File: config.mk
export PLATFORM = sky130hd
export DESIGN_NAME = if_fetch_unit_flat
export DESIGN_NICKNAME = d
export VERILOG_FILES = /design/src/rtl/if_fetch_unit_if.sv /design/src/rtl/if_fetch_unit.sv /design/src/flat_wrapper.sv
export SDC_FILE = /design/constraint.sdc
export NUM_CORES = 1
export LEC_CHECK = 0
export BUFFER_PORTS_ARGS = -buffer_cell sky130_fd_sc_hd__buf_2
export CORE_ASPECT_RATIO = 0.9
export CORE_MARGIN = 3
export CORE_UTILIZATION = 35
export DETAILED_ROUTE_END_ITERATION = 8
export GPL_TIMING_DRIVEN = 0
export HOLD_SLACK_MARGIN = 0.12
export PLACE_DENSITY = 0.53
export REMOVE_ABC_BUFFERS = 1
export SLEW_MARGIN = 25
export SYNTH_ARGS = -nofsm -noshare
export SYNTH_HDL_FRONTEND = slang
export SYNTH_SLANG_ARGS = --single-unit
File: constraint.sdc
create_clock -name clk -period 5.3 [get_ports clk]
set_clock_uncertainty 0.05 [all_clocks]
set_input_delay 0.53 -clock clk [delete_from_list [all_inputs] [get_ports clk]]
set_output_delay 0.53 -clock clk [all_outputs]
set_load 0.005 [all_outputs]
File: src/rtl/if_fetch_unit_if.sv
`default_nettype none
// if_fetch_unit_if: instruction-memory request/response bus between fetch stage and imem.
interface if_fetch_unit_if;
  logic        req;
  logic [31:0] addr;
  logic        gnt;
  logic        rsp_valid;
  logic [31:0] rsp_data;

  modport master (output req, output addr, input gnt, input rsp_valid, input rsp_data);
  modport slave  (input req, input addr, output gnt, output rsp_valid, output rsp_data);
endinterface
`default_nettype wire

File: src/rtl/if_fetch_unit.sv
`default_nettype none
// if_fetch_unit: IF stage owning the PC, up to two in-flight word fetches,
// a 2-entry {pc, inst} FIFO and EX redirect handling. Revision 1.0.
module if_fetch_unit #(
  parameter logic [31:0] RESET_PC = 32'h0000_0000,
  parameter logic [31:0] NOP_INST = 32'h0000_0013
) (
  input  logic            clk,
  input  logic            reset_n,
  input  logic            stall,
  input  logic            redirect_valid,
  input  logic [31:0]     redirect_pc,
  if_fetch_unit_if.master imem,
  output logic            out_valid,
  output logic [31:0]     out_pc,
  output logic [31:0]     out_inst
);

  logic [31:0] pc_q;
  logic [1:0]  inflight;
  logic [1:0]  discard;
  logic [1:0]  count;
  logic        rd_ptr;
  logic        wr_ptr;
  logic [31:0] fifo_pc   [2];
  logic [31:0] fifo_inst [2];

  logic        pop;
  logic        push;
  logic        grant;
  logic [1:0]  live;
  logic [2:0]  claims;
  logic [31:0] rsp_pc;
  logic        unused_lsbs;

  assign unused_lsbs = ^redirect_pc[1:0];

  assign out_valid = (count != 2'd0);
  assign out_pc    = out_valid ? fifo_pc[rd_ptr]   : 32'h0;
  assign out_inst  = out_valid ? fifo_inst[rd_ptr] : NOP_INST;

  assign pop    = out_valid && !stall && !redirect_valid;
  assign live   = inflight - discard;
  // Buffered plus live in-flight entries must leave room for a new fetch.
  assign claims = {1'b0, count} + {1'b0, live};

  assign imem.req  = reset_n && !redirect_valid
                   && (claims < (3'd2 + {2'b00, pop}))
                   && ({1'b0, inflight} < (3'd2 + {2'b00, imem.rsp_valid}));
  assign imem.addr = pc_q;
  assign grant     = imem.req && imem.gnt;

  assign push   = imem.rsp_valid && (discard == 2'd0) && !redirect_valid;
  // Fetches are sequential, so the oldest live fetch sits live words behind pc_q.
  assign rsp_pc = pc_q - {28'h0, live, 2'b00};

  always_ff @(posedge clk or negedge reset_n) begin
    if (!reset_n) begin
      pc_q     <= RESET_PC;
      inflight <= 2'd0;
      discard  <= 2'd0;
      count    <= 2'd0;
      rd_ptr   <= 1'b0;
      wr_ptr   <= 1'b0;
    end else if (redirect_valid) begin
      pc_q     <= {redirect_pc[31:2], 2'b00};
      inflight <= inflight - {1'b0, imem.rsp_valid};
      discard  <= inflight - {1'b0, imem.rsp_valid};
      count    <= 2'd0;
      rd_ptr   <= 1'b0;
      wr_ptr   <= 1'b0;
    end else begin
      if (grant) begin
        pc_q <= pc_q + 32'd4;
      end
      inflight <= inflight + {1'b0, grant} - {1'b0, imem.rsp_valid};
      if (imem.rsp_valid && (discard != 2'd0)) begin
        discard <= discard - 2'd1;
      end
      if (push) begin
        wr_ptr <= ~wr_ptr;
      end
      if (pop) begin
        rd_ptr <= ~rd_ptr;
      end
      count <= count + {1'b0, push} - {1'b0, pop};
    end
  end

  always_ff @(posedge clk) begin
    if (push) begin
      fifo_pc[wr_ptr]   <= rsp_pc;
      fifo_inst[wr_ptr] <= imem.rsp_data;
    end
  end

  a_no_overflow: assert property (@(posedge clk) disable iff (!reset_n)
    !(push && !pop && (count == 2'd2)));
  a_inflight_max: assert property (@(posedge clk) disable iff (!reset_n)
    (inflight <= 2'd2) && (discard <= inflight));

endmodule
`default_nettype wire

File: src/flat_wrapper.sv
// flat-port wrapper written by rule: the top's interface ports become plain ports
module if_fetch_unit_flat 
#(
  parameter logic [31:0] RESET_PC = 32'h0000_0000,
  parameter logic [31:0] NOP_INST = 32'h0000_0013
)
  (clk, reset_n, stall, redirect_valid, redirect_pc, out_valid, out_pc, out_inst, imem_req, imem_addr, imem_gnt, imem_rsp_valid, imem_rsp_data);
  if_fetch_unit_if imem_i ();
  input  logic clk;
  input  logic reset_n;
  input  logic stall;
  input  logic redirect_valid;
  input  logic [31:0] redirect_pc;
  output logic out_valid;
  output logic [31:0] out_pc;
  output logic [31:0] out_inst;
  output wire logic [$bits(imem_i.req)-1:0] imem_req;
  output wire logic [$bits(imem_i.addr)-1:0] imem_addr;
  input wire logic [$bits(imem_i.gnt)-1:0] imem_gnt;
  input wire logic [$bits(imem_i.rsp_valid)-1:0] imem_rsp_valid;
  input wire logic [$bits(imem_i.rsp_data)-1:0] imem_rsp_data;
  assign imem_req = imem_i.req;
  assign imem_addr = imem_i.addr;
  assign imem_i.gnt = imem_gnt;
  assign imem_i.rsp_valid = imem_rsp_valid;
  assign imem_i.rsp_data = imem_rsp_data;
  if_fetch_unit #(.RESET_PC(RESET_PC), .NOP_INST(NOP_INST)) u_core (.clk(clk), .reset_n(reset_n), .stall(stall), .redirect_valid(redirect_valid), .redirect_pc(redirect_pc), .imem(imem_i), .out_valid(out_valid), .out_pc(out_pc), .out_inst(out_inst));
endmodule
Word level (Yosys, flattened, before mapping):

Memory sizes are Yosys's and may differ from the RTL's.
Cells that the tools add are included.

* bits in registers: 40
* latch bits: 0
* bits in writable memories: 128
* ROM bits: 0
* bits of input ports: 70
* output and inout port bits: 98
* logic and storage cells: 56
* memories kept: 2

* add/subtract/negate cells: 12
* multipliers: 0
* divide/modulo/power cells: 0
* order comparisons: 2
* equal/unequal tests: 0
* shift-type cells: 0
* mux-type cells: 14
* bitwise logic cells: 2
* reductions and logical operators: 18

Memory list
* u_core.fifo_inst: depth 2, bits a word 32, read ports 1, clocked after memory_dff 0, write ports 1, RTL line if_fetch_unit.sv:26 `logic [31:0] fifo_inst [2];`
* u_core.fifo_pc: depth 2, bits a word 32, read ports 1, clocked after memory_dff 0, write ports 1, RTL line if_fetch_unit.sv:25 `logic [31:0] fifo_pc [2];`

Operator list (count)
* 32-bit two-way mux: 4
* 32-bit by 3-bit adder with 32-bit output (second input constant): 1
* 32-bit by 4-bit subtractor with 32-bit output: 1
* 2-bit nonzero test: 6
* 1-bit logical AND: 9
* 2-bit two-way mux: 4
* 2-bit by 1-bit adder with 3-bit output (first input constant): 2
* 1-bit two-way mux: 6
* 2-bit by 1-bit subtractor with 2-bit output: 3
* 2-bit by 1-bit adder with 2-bit output: 2
* 2-bit by 2-bit adder with 3-bit output: 1
* 2-bit by 3-bit less-than comparator with 1-bit output: 1
* 3-bit less-than comparator: 1
* 1-bit logical NOT: 2
* 2-bit logical NOT: 1
* 1-bit NOT: 2
* 2-bit by 1-bit subtractor with 2-bit output (second input constant): 1
* 2-bit subtractor: 1

Logic depth before layout (Yosys ltp):

Gate-level depths: netlist of run 1.

* depth after elaboration: 11
* depth in mapped cells: 12
* gate-level depth less buffers: 11

Worst setup path after synthesis of run 1:

No wires, ideal clock.

* path type: input to register
* from: input port redirect_valid
* to: memory u_core.fifo_inst[0][0], enable pin
* setup time: 0.559 ns
* arrival: 5.404 ns
* data required time: 4.691 ns
* setup slack: -0.712 ns
* cell stages on the path: 4
* buffers on the path: 3
* cell sequence: clkbuf_1 clkbuf_1 buf_1 nor3_1

* longest elaborated chain between the ends: 4

Ends and longest elaborated chain
* from (decl): RTL line flat_wrapper.sv:12 `input logic redirect_valid;`
* 1-bit logical NOT: RTL line if_fetch_unit.sv:53 `assign push = imem.rsp_valid && (discard == 2'd0) && !redirect_valid;`
* 1-bit logical AND: RTL line if_fetch_unit.sv:53
* 1-bit two-way mux: RTL line if_fetch_unit.sv:91 `if (push) begin`
* 1-bit two-way mux (not written as such): RTL line if_fetch_unit.sv:93 `fifo_inst[wr_ptr] <= imem.rsp_data;`
* to (decl): RTL line if_fetch_unit.sv:26

No other way between the ends.

Final worst setup path of run 1:

* from: register u_core.discard[0]
* to: memory u_core.fifo_pc[1][30], data pin

* longest elaborated chain between the ends: 2

Ends and longest elaborated chain
* from (decl): RTL line if_fetch_unit.sv:21 `logic [1:0] discard;`
* from (signal assigned): RTL line if_fetch_unit.sv:68 `discard <= inflight - {1'b0, imem.rsp_valid};`
* from (signal assigned): RTL line if_fetch_unit.sv:78 `discard <= discard - 2'd1;`
* 2-bit subtractor: RTL line if_fetch_unit.sv:43 `assign live = inflight - discard;`
* 32-bit by 4-bit subtractor with 32-bit output: RTL line if_fetch_unit.sv:55 `assign rsp_pc = pc_q - {28'h0, live, 2'b00};`
* named net u_core.rsp_pc[30]: RTL line if_fetch_unit.sv:33 `logic [31:0] rsp_pc;`
* to (decl): RTL line if_fetch_unit.sv:25

The timed path passes the listed nets, and every way through them passes these cells.

==> results of run 1 <==
worst reg2reg max path, delay by kind of cell, from the launching register on:
family / cells / cell delay [ps]
flops: 1 / 390
simple gates: 4 / 1500
xor+xnor: 3 / 610
fa+ha+maj: 2 / 720
cell usage in the layout, fill, tap and decap left out, types with 9 or more instances in the layout:
cell type    n
nor4_1      16
nand3_1     11
inv_1       17
xor2_1      19
ha_1        11
o21ai_1     21
buf_2      159
edfxtp_1   124
clkbuf_16   17
dfrtp_1     37
nor2_1      81
mux2i_1     65
nor3_1       9
nand2_1     41
xnor2_1     34
power by group:
part	switching (mW)	internal, mW	leakage [nW]
Combinational	0.705	0.480	1.79
Clock	0.515	0.657	0.273
Sequential	0.117	1.54	1.59
Total	1.34	2.68	3.65
layout make-up:
type	instances	area, um2
Fill cell	2060	12150
Sequential cell	162	4678
Multi-Input combinational cell	407	2856
Timing Repair Buffer	175	1017
Clock buffer	19	432.9
Tap cell	291	364.1
Clock inverter	13	127.6
Inverter	18	67.56
final timing paths:
| path | end | slack, ps |
|---|---|---|
| max in group asynchronous | u_core.rd_ptr | 4200 |
| worst min register to register | u_core.discard[1] | 520 |
| worst max register to register | u_core.fifo_pc[1][30] | 1790 |
| min in group asynchronous | u_core.imem.addr[29] | 580 |
| worst max-delay path | u_core.fifo_pc[1][30] | 1790 |
| worst min-delay path | u_core.fifo_inst[0][21] | 250 |
logic make-up after synthesis:
logic type,Yosys count,synth area share
multiplexers,66,0.08520
XOR/XNOR,53,0.05975
flip-flops,162,0.6017
other,1,0.0004827
adder cells (fa/ha/maj),13,0.02287
AND/OR/NAND/NOR,224,0.1545
AO/OA/AOI/OAI,47,0.03994
buffers and inverters,63,0.03559
per-layer routing:
| metal | GRT usage | up-vias |
|---|---|---|
| met3 | 0.04398 | 19 |
| met4 | 0.04313 | 0 |
| li1 | - | 2560 |
| met5 | 0 | - |
| met1 | 0.1972 | 2582 |
| met2 | 0.2588 | 157 |
state kept, by name, indices dropped and copies added (netlist names):
signal	count
u_core.rd_ptr	1
u_core.count	2
u_core.fifo_pc	60
u_core.discard	2
u_core.imem.addr	30
u_core.wr_ptr	1
u_core.inflight	2
u_core.fifo_inst	64
timing repair:
item | 4_1_cts | 5_1_grt
buffers inserted | 0 | 0
hold endpoints to repair | 0 | 38
hold buffers | 0 | 1
==> reports/results.ini, run 1 <==
[worst_setup_path]
arrival_ps = 3620
critical_path_buf_inv_count = 0
critPathKind = flip-flop to flip-flop
r2r_cells = 9
reg2reg_from = u_core.discard[0]
slowest_delay_ps = 560
cp_common_cell = xnor2_1
crit_chain = ha_1, xnor2_1, xnor2_1, fa_1, or4_1, or3_1, nor3_4, nand2b_1, xnor2_1
cp-end-kind = flip-flop
path_max_fanout = 7
cp_num_cells = 9
cp_top_family = simple AND/OR/NAND/NOR gates
critPathSlowestCell = or3_1
critPathRequiredTime_ps = 5410
cp-startpoint = u_core.discard[0]
start_kind = flip-flop

[placement]
dp_cells = 1052
dpl_worst_slack_ps = 1751
dpl-instance-area_um2 = 8971
portBuffers = 161
dpl.hpwl_um = 13090
gp_congestion = 0.8026

[global_routing]
grt_max_degree = 83
grt_pass1_vias = 5461
antenna_found_initial = 0
grt_pass1_wl_um = 29180
grt_overflow = 0
grt_use_total = 0.1548

[floorplanning]
num_rows = 51
die_x_um = 163.0
initial_utilization = 0.3581
ioPinCount = 168
coreArea_um2 = 21700
die_y_um = 147.3
die_area_um2 = 24020

[power]
total_leakage_power_nw = 3.646
power_per_cell_area_nw_per_um2 = 420.8
total_power_mw = 4.016
ir_drop_uv = 335.4

[sta]
setup_viol = 0
whs_ps = 245.1
layout_setup_ws_ps = 1788
fmaxAchievable_mhz = 284.7
drv_slew = 0
tightestPinTransition_ps = 791.6
relSlewSlack = 0.4723
period_share = 0.6627
rsz0062_at_grt = no
hold_viol = 0
tns_ps = 0
period_needed_ps = 3512

[yosys]
synth_warnings = 0
syn-mean-instance-area_um2 = 12.35
synthFlopType = edfxtp_1
synth_top_area_frac = 0.4793
yosysSeqAreaShare = 0.6017
synth_common_cells = edfxtp_1 (124), nor2_1 (81), mux2i_1 (65)
synth_edf_count = 124
synth-seq-cells = 162
synthesis.area_um2 = 7769
synth.largest_area_cell = edfxtp_1
async_reset_ff_frac = 0.2346
yosys-top-cells-area = edfxtp_1 (48%), dfrtp_1 (12%), mux2i_1 (8.4%)
syn_inst = 629
synth_cell_type_count = 55
yosys.cell_count.top_type = edfxtp_1

[clocking]
cts_buffer_depth = 2
cts.sinks = 162
clockRootBuffer = clkbuf_16
clock_latency_ps = 420
tritoncts = built
htree_levels = 4
clkSlewWorstSetupHoldPaths_ps = 70
numCtsBuffers = 17
cts_resized = 0

[detailed_routing]
drt-met1-wl_um = 8285
top_layer_used = met4
wl_met2_um = 8852
drt_wl_total_um = 18530
wl_met3_um = 1094
drtIter0Drc = 284
postRouteAntennaNets = 0
wl_per_cell_um = 17.08
drc = 0
vias_per_cell = 4.901
drtPass1Iterations = 4
dr_total_vias = 5318

[layout]
area_growth_syn_to_layout_pct = 22.85
final_area_um2 = 9544
nNetsFinal = 864
fin_cells = 1085
post-route-util = 0.4399
n_antenna_cell = 0
layout-drive-gt1-share = 0.2809

[status]
status = complete, no violations

[worst_hold_path]
hold_start = imem_rsp_data[21]
whs_path_depth = 1
hold_class = input pin to flip-flop

[flow_run]
maxCapViolCount = 0

No activity file was read; power rests on OpenSTA's default activity.
==> run 2: changes to the inputs <==
Clock period 5.3 ns to 3 ns, I/O delays scaled along.
==> reports/results.ini, run 2 (synthesis results as in run 1) <==
[status]
status = complete, no violations

[sta]
whs_ps = 147.5
tns_ps = 0
rsz0062_at_grt = yes
drv_slew = 0
fmaxAchievable_mhz = 334.5
hold_viol = 0
tightestPinTransition_ps = 786.1
setup_viol = 0
period_share = 0.9966
period_needed_ps = 2990
relSlewSlack = 0.4759

[global_routing]
grt_overflow = 0
grt_use_total = 0.1605
grt_pass1_vias = 5770
grt_pass1_wl_um = 30390
grt_max_degree = 83
antenna_found_initial = 0

[worst_setup_path]
cp_top_family = adder cells
slowest_delay_ps = 580
arrival_ps = 2640
critPathRequiredTime_ps = 2650
path_max_fanout = 5
crit_chain = ha_4, xnor2_4, xnor2_2, buf_4, fa_2, nand4b_1, buf_6, a21oi_2, buf_2
cp-end-kind = primary output
critPathKind = flip-flop to primary output
start_kind = flip-flop
critical_path_buf_inv_count = 3
critPathSlowestCell = fa_2

[power]
ir_drop_uv = 500.2
switching_share = 0.3383
total_power_mw = 7.670
total_leakage_power_nw = 3.998
power_switching_mw = 2.595
cell_internal_pwr_mw = 5.075
pwr-share-seq = 0.384
power_per_cell_area_nw_per_um2 = 735.4
comb_power_share = 0.346
p_clk_frac = 0.270

[floorplanning]
coreArea_um2 = 21700
die_y_um = 147.3
num_rows = 51
die_x_um = 163.0
ioPinCount = 168
initial_utilization = 0.3581
die_area_um2 = 24020

[layout]
final_area_um2 = 10430
largest-register = u_core.fifo_inst
layout-drive-gt1-share = 0.2949
final_common_cell = buf_2
n_antenna_cell = 0
nNetsFinal = 938
fillers = 1991
largest_register_ff_count = 64
fin_cells = 1159
area_growth_syn_to_layout_pct = 34.24
layout_common_cells = buf_2 (159), edfxtp_1 (124), nor2_1 (81)

[detailed_routing]
drtPass1Iterations = 4
postRouteAntennaNets = 0
drt_wl_total_um = 19420
vias_per_cell = 4.878
drtIter0Drc = 278
dr_total_vias = 5654
wl_per_cell_um = 16.75
drc = 0

[clocking]
htree_levels = 4
clock_latency_ps = 420
cts_buffer_depth = 2
cts.sinks = 162
clkSlewWorstSetupHoldPaths_ps = 70
clockRootBuffer = clkbuf_16
numCtsBuffers = 17
tritoncts = built

[placement]
dp_cells = 1052
gp_congestion = 0.8026
portBuffers = 161
dpl.hpwl_um = 13090
dpl-instance-area_um2 = 8971

[flow_run]
maxCapViolCount = 0

[worst_hold_path]
hold_class = input pin to flip-flop

[run 2: cell count changes in the layout (fill, tap and decap cells not counted), moves of 2 or more]
| cell | before | now |
|---|---|---|
| dlygate4sd3_1 | 1 | 61 |
| buf_4 | 6 | 18 |
| a2111oi_0 | 3 | 0 |
| inv_1 | 17 | 14 |
| nor4_4 | 1 | 4 |
| xnor2_1 | 34 | 31 |
| a2111oi_2 | 0 | 2 |
| fa_1 | 2 | 0 |
| fa_2 | 0 | 2 |
| ha_1 | 11 | 9 |
| ha_4 | 0 | 2 |
| inv_2 | 1 | 3 |
| nor4_2 | 3 | 1 |
| xnor2_2 | 0 | 2 |
[run 2: cell type report]
class | instances | area [um2] | area share
clock buffer | 19 | 432.9 | 0.04151
clock inverter | 13 | 127.6 | 0.01224
inverter | 18 | 70.07 | 0.006719
multi-input combinational | 408 | 3037 | 0.2912
sequential | 162 | 4678 | 0.4486
tap | 291 | 364.1 | 0.03491
timing repair buffer | 248 | 1719 | 0.1648
[run 2: metal layers]
| layer | routed length, um | vias up | share of wire | GRT usage |
|---|---|---|---|---|
| li1 | - | 2723 | - | - |
| met1 | 8811 | 2755 | 0.45 | 0.2042 |
| met2 | 9367 | 159 | 0.48 | 0.2727 |
| met3 | 952 | 17 | 0.049 | 0.03975 |
| met4 | 283 | 0 | 0.015 | 0.04482 |
| met5 | 0 | - | 0 | 0 |
[run 2: through the flow]
step	utilization	setup WS, ps
6_report	0.4807	10.21
5_1_grt	0.4807	-118.2
4_1_cts	0.4750	-65.45
3_5_place_dp	0.4135	-549.2
3_3_place_gp	0.4029	-5842
2_1_floorplan	-	-2505
[run 2: path summary, 6_finish.rpt]
path                            cells past startpoint         startpoint  slack, ps                    to
worst max-delay path                                9  u_core.discard[0]         10              imem_req
worst min-delay path                                3    redirect_pc[31]        150  u_core.imem.addr[31]
worst max register to register                     10  u_core.discard[0]         30  u_core.imem.addr[26]
worst min register to register                      2  u_core.discard[1]        520     u_core.discard[1]
max in group asynchronous                           2            reset_n       2110         u_core.rd_ptr
min in group asynchronous                           2            reset_n        350  u_core.imem.addr[29]
[run 2: power groups by stage]
stage,logic [mW],registers (mW),clock network (mW)
detailed placement,2.11,2.98,0
global route,2.92,2.98,2.21
global placement,1.79,3.04,0
floorplan,1.19,2.97,0
CTS,2.42,2.94,2.12
finish,2.66,2.94,2.07
[run 2: timing repair]
action                     4_1_cts  5_1_grt
setup endpoints to repair       66       56
hold endpoints to repair       130        0
pin swaps                       17       10
gates cloned                     0        1
gates resized for setup         19       14
hold buffers                    61        0
buffers inserted                10        3
[run 2: worst min-delay path: cells and delay by family]
kind,cells,cell delay (ps)
simple gates,1,90
compound gates,1,130
buf+inv,1,70
==> run 3: changes to the inputs <==
--- a/config.mk
+++ b/config.mk
@@ -10,4 +10,5 @@
 export CORE_MARGIN = 3
 export CORE_UTILIZATION = 35
+export CTS_CLUSTER_DIAMETER = 120
 export DETAILED_ROUTE_END_ITERATION = 8
 export GPL_TIMING_DRIVEN = 0
==> constraint.sdc (replaced) <==
create_clock -name clk -period 3 [get_ports clk]
set_clock_uncertainty 0.05 [all_clocks]
set_input_delay 0.15 -clock clk [delete_from_list [all_inputs] [get_ports clk]]
set_output_delay 0.15 -clock clk [all_outputs]
set_load 0.005 [all_outputs]
==> reports/results.ini, run 3 (synthesis results as in run 1) <==
[power]
ir_drop_uv = 480.1
cell_internal_pwr_mw = 5.079
comb_power_share = 0.347
total_leakage_power_nw = 4.022
power_switching_mw = 2.609
power_per_cell_area_nw_per_um2 = 731.8
switching_share = 0.3393
pwr-share-seq = 0.383
p_clk_frac = 0.269
total_power_mw = 7.688

[flow_run]
maxCapViolCount = 0

[clocking]
htree_levels = 4
cts.sinks = 162
tritoncts = built
numCtsBuffers = 17
clockRootBuffer = clkbuf_16
clock_latency_ps = 420
cts_buffer_depth = 2
clkSlewWorstSetupHoldPaths_ps = 70

[detailed_routing]
vias_per_cell = 4.887
wl_per_cell_um = 16.81
drtPass1Iterations = 5
drc = 0
dr_total_vias = 5679
drtIter0Drc = 330
drt_wl_total_um = 19530
postRouteAntennaNets = 0

[layout]
regArea_um2 = 4678
final_common_cell = buf_2
nNetsFinal = 941
n_antenna_cell = 0
largest-register = u_core.fifo_inst
largest_register_ff_count = 64
layout_common_cells = buf_2 (159), edfxtp_1 (124), nor2_1 (81)
fin_cells = 1162
fillers = 1981
area_growth_syn_to_layout_pct = 35.22
layout-drive-gt1-share = 0.2951
multi_input_area_um2 = 3079

[sta]
fmaxAchievable_mhz = 342.4
setup_viol = 0
rsz0062_at_grt = yes
period_share = 0.9736
tns_ps = 0
hold_viol = 0
relSlewSlack = 0.4654
tightestPinTransition_ps = 801.9
layout_setup_ws_ps = 79.31
period_needed_ps = 2921
drv_slew = 0

[worst_setup_path]
r2r_cells = 9
slowest_delay_ps = 440
critPathRequiredTime_ps = 3120
start_kind = flip-flop
crit_chain = ha_4, xnor2_4, xnor2_2, fa_2, or4_4, or3_4, nor3_4, nand2b_1, xnor2_2
critPathSlowestCell = or4_4
cp_top_family = simple AND/OR/NAND/NOR gates
critPathKind = flip-flop to flip-flop
cp-end-kind = flip-flop
critical_path_buf_inv_count = 0
path_max_fanout = 4
arrival_ps = 3040
cp_num_cells = 9
cp_common_cell = xnor2_2

[global_routing]
grtUsageMet1 = 0.2035
use_met3 = 0.03947
busiest_layer = met2
grt_pass1_wl_um = 30500
grt_max_degree = 83
grt_pass1_vias = 5814
grt_use_total = 0.1610
grt_overflow = 0
met2_usage = 0.2756
antenna_found_initial = 0

[placement]
dpl.hpwl_um = 13090
portBuffers = 161
gp_congestion = 0.8026
dpl_worst_slack_ps = -549.2
dp_cells = 1052

[floorplanning]
die_y_um = 147.3
coreArea_um2 = 21700
initial_utilization = 0.3581
num_rows = 51
ioPinCount = 168
die_area_um2 = 24020
die_x_um = 163.0

[status]
status = complete, no violations

[worst_hold_path]
whs_path_depth = 4
hold_class = input pin to flip-flop

## run 3: per-stage QoR
step / hold WS [ps] / util / instance area, um2
after floorplan: -195.6 / - / 7571
after global placement: 289.2 / 0.4029 / 8741
after detailed placement: 292.0 / 0.4135 / 8971
after CTS: 131.6 / 0.4768 / 10340
after global routing: 189.9 / 0.4842 / 10510
final: 154.2 / 0.4842 / 10510
## run 3: cell type report
cell class,instances,share of cell area
tap,291,0.03466
timing repair buffer,251,0.1669
clock inverter,13,0.01215
sequential,162,0.4453
clock buffer,19,0.04121
inverter,18,0.006670
multi-input combinational,408,0.2931
## run 3: final timing paths
check / from / endpoint / slack [ps]
setup / recovery: u_core.discard[0] / u_core.fifo_pc[1][30] / 80
hold / removal: imem_rsp_valid / u_core.wr_ptr / 150
setup reg to reg: u_core.discard[0] / u_core.fifo_pc[1][30] / 80
hold reg to reg: u_core.discard[1] / u_core.discard[1] / 530
max in group asynchronous: reset_n / u_core.rd_ptr / 2250
min in group asynchronous: reset_n / u_core.imem.addr[29] / 210
## run 3: repair_timing
| action | 4_1_cts | 5_1_grt |
|---|---|---|
| hold buffers | 64 | 0 |
| pin swaps | 14 | 8 |
| endpoints found under the hold margin | 133 | 0 |
| setup endpoints to repair | 66 | 56 |
| resized for setup | 21 | 17 |
| gates cloned | 0 | 1 |
| setup buffers | 10 | 3 |
## run 3: worst register-to-register path: stages (launching register included)
cell	delay, ps
dfrtp_1	410
ha_4	190
xnor2_4	150
xnor2_2	170
fa_2	370
or4_4	440
or3_4	400
nor3_4	210
nand2b_1	140
xnor2_2	150
## run 3: power by group through the flow
stage / combinational (mW) / clock, mW / sequential, mW
after floorplan: 1.19 / 0 / 2.97
after global placement: 1.79 / 0 / 3.04
after detailed placement: 2.11 / 0 / 2.98
after CTS: 2.43 / 2.12 / 2.94
after global routing: 2.92 / 2.21 / 2.98
final: 2.67 / 2.07 / 2.94
## run 3: per-layer routing
layer	routed length, um	share of wire
met1	8720	0.45
met2	9438	0.48
met5	0	0
met4	323	0.017
met3	1046	0.054
